File: config.mk
export PLATFORM = sky130hd
export DESIGN_NAME = xs3_serial_adder
export DESIGN_NICKNAME = d
export VERILOG_FILES = /design/src/rtl/xs3_pkg.sv /design/src/rtl/xs3_digit_add.sv /design/src/rtl/xs3_serial_adder.sv
export SDC_FILE = /design/constraint.sdc
export NUM_CORES = 1
export LEC_CHECK = 0
export ABC_CLOCK_PERIOD_IN_PS = 2840
export BUFFER_PORTS_ARGS = -buffer_cell sky130_fd_sc_hd__buf_2
export CORE_UTILIZATION = 30
export CTS_BUF_LIST = sky130_fd_sc_hd__clkbuf_8
export DETAILED_ROUTE_END_ITERATION = 16
export PLACE_DENSITY = 0.61
export SLEW_MARGIN = 20
export SYNTH_ARGS = -nofsm -noshare
export SYNTH_HDL_FRONTEND = slang
export SYNTH_SLANG_ARGS = --single-unit
File: constraint.sdc
create_clock -name clk -period 2.84 [get_ports clk]
set_input_delay 0.426 -clock clk [delete_from_list [all_inputs] [get_ports clk]]
set_output_delay 0.426 -clock clk [all_outputs]
set_load 0.02 [all_outputs]
File: src/rtl/xs3_pkg.sv
// Shared constants and types for the Excess-3 serial adder.
//   XS3_OFFSET : bias added to every decimal digit in Excess-3 code
//   XS3_MIN/MAX: smallest and largest legal Excess-3 codes (decimal 0 and 9)
//   state_e    : operation tracking state (IDLE between operations, RUN inside one)
package xs3_pkg;

  localparam logic [3:0] XS3_OFFSET = 4'd3;
  localparam logic [3:0] XS3_MIN    = 4'd3;
  localparam logic [3:0] XS3_MAX    = 4'd12;

  typedef enum logic {
    IDLE = 1'b0,
    RUN  = 1'b1
  } state_e;

endpackage

File: src/rtl/xs3_digit_add.sv
// Combinational single-digit Excess-3 adder with decimal correction.
// Ports:
//   a_i, b_i : Excess-3 operand digits
//   cin_i    : decimal carry in
//   s_o      : Excess-3 sum digit
//   cout_o   : decimal carry out
//   bad_o    : either operand lies outside the legal Excess-3 range
module xs3_digit_add
  import xs3_pkg::*;
(
  input  logic [3:0] a_i,
  input  logic [3:0] b_i,
  input  logic       cin_i,
  output logic [3:0] s_o,
  output logic       cout_o,
  output logic       bad_o
);

  logic [4:0] t;

  // Two biased digits carry a +6 bias, so a decimal carry shows up exactly as
  // a binary carry out of bit 3. Re-bias the low nibble up or down accordingly.
  always_comb begin
    t      = {1'b0, a_i} + {1'b0, b_i} + {4'b0000, cin_i};
    cout_o = t[4];
    s_o    = t[4] ? (t[3:0] + XS3_OFFSET) : (t[3:0] - XS3_OFFSET);
    bad_o  = (a_i < XS3_MIN) || (a_i > XS3_MAX) || (b_i < XS3_MIN) || (b_i > XS3_MAX);
  end

endmodule

File: src/rtl/xs3_serial_adder.sv
// Digit-serial Excess-3 adder, least-significant digit first, with a
// valid/ready stream on both sides and one-cycle registered latency.
// Ports:
//   clk, rst            : clock and synchronous active-high reset
//   in_valid/in_ready   : input handshake for one digit pair
//   a, b                : Excess-3 operand digits
//   first, last         : operation framing on the input beat
//   out_valid/out_ready : output handshake for one sum digit
//   s                   : Excess-3 sum digit
//   s_last              : s is the final digit of its operation
//   cout, err           : final carry and invalid-digit flag, zero unless s_last
module xs3_serial_adder
  import xs3_pkg::*;
#(
  parameter int unsigned MAXDIG = 4
) (
  input  logic       clk,
  input  logic       rst,
  input  logic       in_valid,
  output logic       in_ready,
  input  logic [3:0] a,
  input  logic [3:0] b,
  input  logic       first,
  input  logic       last,
  output logic       out_valid,
  input  logic       out_ready,
  output logic [3:0] s,
  output logic       s_last,
  output logic       cout,
  output logic       err
);

  localparam int unsigned CntW = (MAXDIG > 1) ? $clog2(MAXDIG) : 1;
  localparam logic [CntW-1:0] LastCnt = CntW'(MAXDIG - 1);

  state_e          state_q, state_d;
  logic            carry_q, carry_d;
  logic [CntW-1:0] cnt_q, cnt_d;
  logic            err_acc_q, err_acc_d;
  logic            out_valid_q, out_valid_d;
  logic [3:0]      s_q, s_d;
  logic            s_last_q, s_last_d;
  logic            cout_q, cout_d;
  logic            err_q, err_d;

  logic            accept;
  logic            op_start;
  logic            cin;
  logic [CntW-1:0] cnt_cur;
  logic            beat_end;
  logic            err_cur;
  logic [3:0]      dig_s;
  logic            dig_cout;
  logic            dig_bad;

  assign in_ready = (!out_valid_q || out_ready) && !rst;
  assign accept   = in_valid && in_ready;

  // A beat starts a fresh operation when nothing is in flight or when it is
  // explicitly marked first; the latter silently abandons the old operation.
  assign op_start = (state_q == IDLE) || first;
  assign cin      = op_start ? 1'b0 : carry_q;
  assign cnt_cur  = op_start ? '0 : cnt_q;
  assign beat_end = last || (cnt_cur == LastCnt);
  assign err_cur  = (!op_start && err_acc_q) || dig_bad;

  xs3_digit_add u_digit_add (
    .a_i    (a),
    .b_i    (b),
    .cin_i  (cin),
    .s_o    (dig_s),
    .cout_o (dig_cout),
    .bad_o  (dig_bad)
  );

  // State register.
  always_ff @(posedge clk) begin
    if (rst) begin
      state_q <= IDLE;
    end else begin
      state_q <= state_d;
    end
  end

  // Next-state logic.
  always_comb begin
    state_d = state_q;
    if (accept) begin
      state_d = beat_end ? IDLE : RUN;
    end
  end

  // Operation bookkeeping and output register next values.
  always_comb begin
    carry_d     = carry_q;
    cnt_d       = cnt_q;
    err_acc_d   = err_acc_q;
    out_valid_d = out_valid_q;
    s_d         = s_q;
    s_last_d    = s_last_q;
    cout_d      = cout_q;
    err_d       = err_q;
    if (accept) begin
      out_valid_d = 1'b1;
      s_d         = dig_s;
      s_last_d    = beat_end;
      cout_d      = beat_end && dig_cout;
      err_d       = beat_end && err_cur;
      carry_d     = beat_end ? 1'b0 : dig_cout;
      cnt_d       = beat_end ? '0 : cnt_cur + CntW'(1);
      err_acc_d   = beat_end ? 1'b0 : err_cur;
    end else if (out_ready) begin
      out_valid_d = 1'b0;
    end
  end

  always_ff @(posedge clk) begin
    if (rst) begin
      carry_q     <= 1'b0;
      cnt_q       <= '0;
      err_acc_q   <= 1'b0;
      out_valid_q <= 1'b0;
      s_q         <= 4'd0;
      s_last_q    <= 1'b0;
      cout_q      <= 1'b0;
      err_q       <= 1'b0;
    end else begin
      carry_q     <= carry_d;
      cnt_q       <= cnt_d;
      err_acc_q   <= err_acc_d;
      out_valid_q <= out_valid_d;
      s_q         <= s_d;
      s_last_q    <= s_last_d;
      cout_q      <= cout_d;
      err_q       <= err_d;
    end
  end

  assign out_valid = out_valid_q;
  assign s         = s_q;
  assign s_last    = s_last_q;
  assign cout      = cout_q;
  assign err       = err_q;

endmodule

==> impl_metrics.json <==
{
  "initial_core_util": 0.322,
  "syn_area_um2": 812,
  "synth-edff-count": 0,
  "cp.arrival_ns": 2.89,
  "cts.path.max_buffers": 2,
  "synth_seq_cells": 13,
  "die_w_um": 54.0,
  "final_core_util": 0.427,
  "vias": 748,
  "worst_path_largest_cell_delay_ns": 0.35,
  "dr_wl_met2_um": 747,
  "peakVddDrop_v": 0.000228,
  "total_power_w": 0.000542,
  "globalRouteTotalUtil": 0.132,
  "drtAntennaViolNets": 0,
  "met1Wirelength_um": 820,
  "grt_max_degree": 16,
  "synthArstFlopShare": 0,
  "synth.avg_cell_area_um2": 8.64,
  "power_leakage_nw": 0.509,
  "areaGrowthSynthToFinish_pct": 32.5,
  "worstHoldPathType": "input port to flip-flop",
  "drv_slew": 0,
  "fin_crit_sh": 0.975,
  "cts_sinks": 13,
  "yosys.area.top_type": "dfxtp_1",
  "final_common_cell": "buf_2",
  "ios": 23,
  "firstDrtPassIters": 4,
  "tightest_slew_ns": 0.501,
  "ys_types": 27,
  "tritoncts": "built",
  "drive_gt1_frac": 0.352,
  "startpoint": "state_q",
  "cts-root-buf": "clkbuf_8",
  "slew_headroom": 0.665,
  "multi_input_area_um2": 543,
  "hp-start": "in_valid",
  "routed.top_layer": "met4",
  "antenna_cells": 0,
  "synthCells": 94,
  "setup_viol_count_final": 0,
  "portBuffers": 22,
  "seq_area_frac_synth": 0.320,
  "ys_warn_count": 0,
  "crit_chain": "nor2b_4 -> nand2_2 -> fa_2 -> fa_2 -> inv_1 -> a21o_1 -> a21o_1 -> inv_2 -> ha_4 -> nor2b_1 -> a221oi_2 -> xor2_1 -> xnor2_1 -> o21ai_2",
  "reg2reg_slack_ns": 0.07,
  "overflow": 0,
  "coreArea_um2": 2520,
  "wl_per_cell_um": 10.9,
  "skew_ns": 0.00455,
  "rsz0062_at_grt": "true",
  "clkLatencyLatePin_ns": 0.24,
  "endpoint_kind": "flip-flop",
  "synth_top_area_frac": 0.320,
  "maxCapViolations": 0,
  "seqCellArea_um2": 262,
  "synthTopCellsByArea": "dfxtp_1, ha_1, fa_1",
  "grt_pass1_vias": 640,
  "period_minus_slack_ns": 2.77,
  "clk_pin_slew_ns": 0.06,
  "gp_congestion": 0.692,
  "antenna_found_initial": 0,
  "required_ns": 2.96,
  "critPathKind": "flip-flop to flip-flop",
  "ctsHoldBuffers": 0,
  "hpwlAfterDp_mm": 1.34,
  "drc": 0,
  "routed_wl_mm": 1.69,
  "mostFrequentLayoutCells": "buf_2, nor2_1, dfxtp_1",
  "synth_ff_type": "dfxtp_1",
  "p_per_area_nw_per_um2": 504,
  "cts.htree.levels": 1,
  "routed_via_density": 4.83,
  "cts_buffers": 3,
  "dieArea_um2": 2920,
  "slowest_stage": "fa_2",
  "worstPathMaxFanout": 3,
  "max_freq_mhz": 361,
  "die_y_um": 54.0,
  "r2r_start": "state_q",
  "status": "finished, final reports clean",
  "hold_viol": 0,
  "synth_nets": 117,
  "cp-start-kind": "flip-flop",
  "finalNetCount": 149,
  "grt_pass1_wl_mm": 2.69,
  "fillCellCount": 274,
  "drt_iter0_drc": 14,
  "wl_met3_um": 82,
  "num_rows": 18
}
## metrics by stage
step	worst slack [ns]	TNS (ns)	hold WS, ns	instance area (um2)	cells
3_5_place_dp	-0.194	-0.194	0.449	992	148
6_report	0.0719	0	0.404	1080	155
4_1_cts	0.00565	0	0.404	1070	154
2_1_floorplan	0.0160	0	0.427	832	94
3_3_place_gp	-0.117	-0.117	0.440	992	148
5_1_grt	-0.102	-0.102	0.422	1080	155
## state kept, by name, indices dropped and copies added, names as in the netlist
register	cells
carry_q	1
s_last	1
state_q	1
err_acc_q	1
cout	1
cnt_q	2
out_valid	1
err	1
s	4
## cell usage after synthesis, types with 2 or more instances
library cell   n
nor2_1        14
dfxtp_1       13
inv_1          7
ha_1           6
nand2_1        6
a21oi_1        4
a22oi_1        4
nor2b_1        4
o21ai_0        4
and2_1         3
fa_1           3
nand3b_1       3
nor3_1         3
a211oi_1       2
a21o_1         2
nand3_1        2
or2b_2         2
xnor2_1        2
xor2_1         2
## report_power, final
group	switching, W	internal, W	total [W]	leakage, nW
combinational	0.0000902	0.0000842	0.000174	0.375
sequential	0.00000741	0.000197	0.000204	0.107
clock	0.0000682	0.0000955	0.000164	0.0269
total	0.000166	0.000376	0.000542	0.509
## cell families after synthesis
family	count (synthesis)	synth area share
AOI/OAI and AO/OA	21	0.182
xor gates and xnor gates	4	0.0432
DFF	13	0.320
adders and majority gates	9	0.166
buffers and inverters	9	0.0539
and+or+nand+nor	38	0.234
## final cells by class
class,count,share of cell area
inverters,7,0.0244
flip-flops and latches,13,0.243
multi-input cells,72,0.505
well taps,30,0.0349
clock inverters,1,0.00349
repair buffers,29,0.151
clock buffers,3,0.0384
## path summary, 6_finish.rpt
| path | endpoint | depth (start not counted) |
|---|---|---|
| setup / recovery | s[3] | 14 |
| hold / removal | out_valid | 3 |
| setup reg to reg | s[3] | 14 |
| hold reg to reg | cnt_q[1] | 2 |
## worst max-delay path: cells and delay by family, from the launching register on
kind	cells	cell delay (ns)
simple gates	3	0.33
xor+xnor	2	0.35
buf+inv	2	0.12
compound gates	4	0.59
fa+ha+maj	3	0.92
flops	1	0.33
## routing by layer
layer / track usage / up-vias
li1: - / 383
met1: 0.164 / 336
met2: 0.210 / 25
met3: 0.0169 / 4
met4: 0.0897 / 0
met5: 0 / -
## repair_timing
action,4_1_cts,5_1_grt
endpoints found under the setup margin,1,2
buffers inserted,2,1
gates resized for setup,4,0
pin swaps,9,7
(Power assumes the default switching activity.)
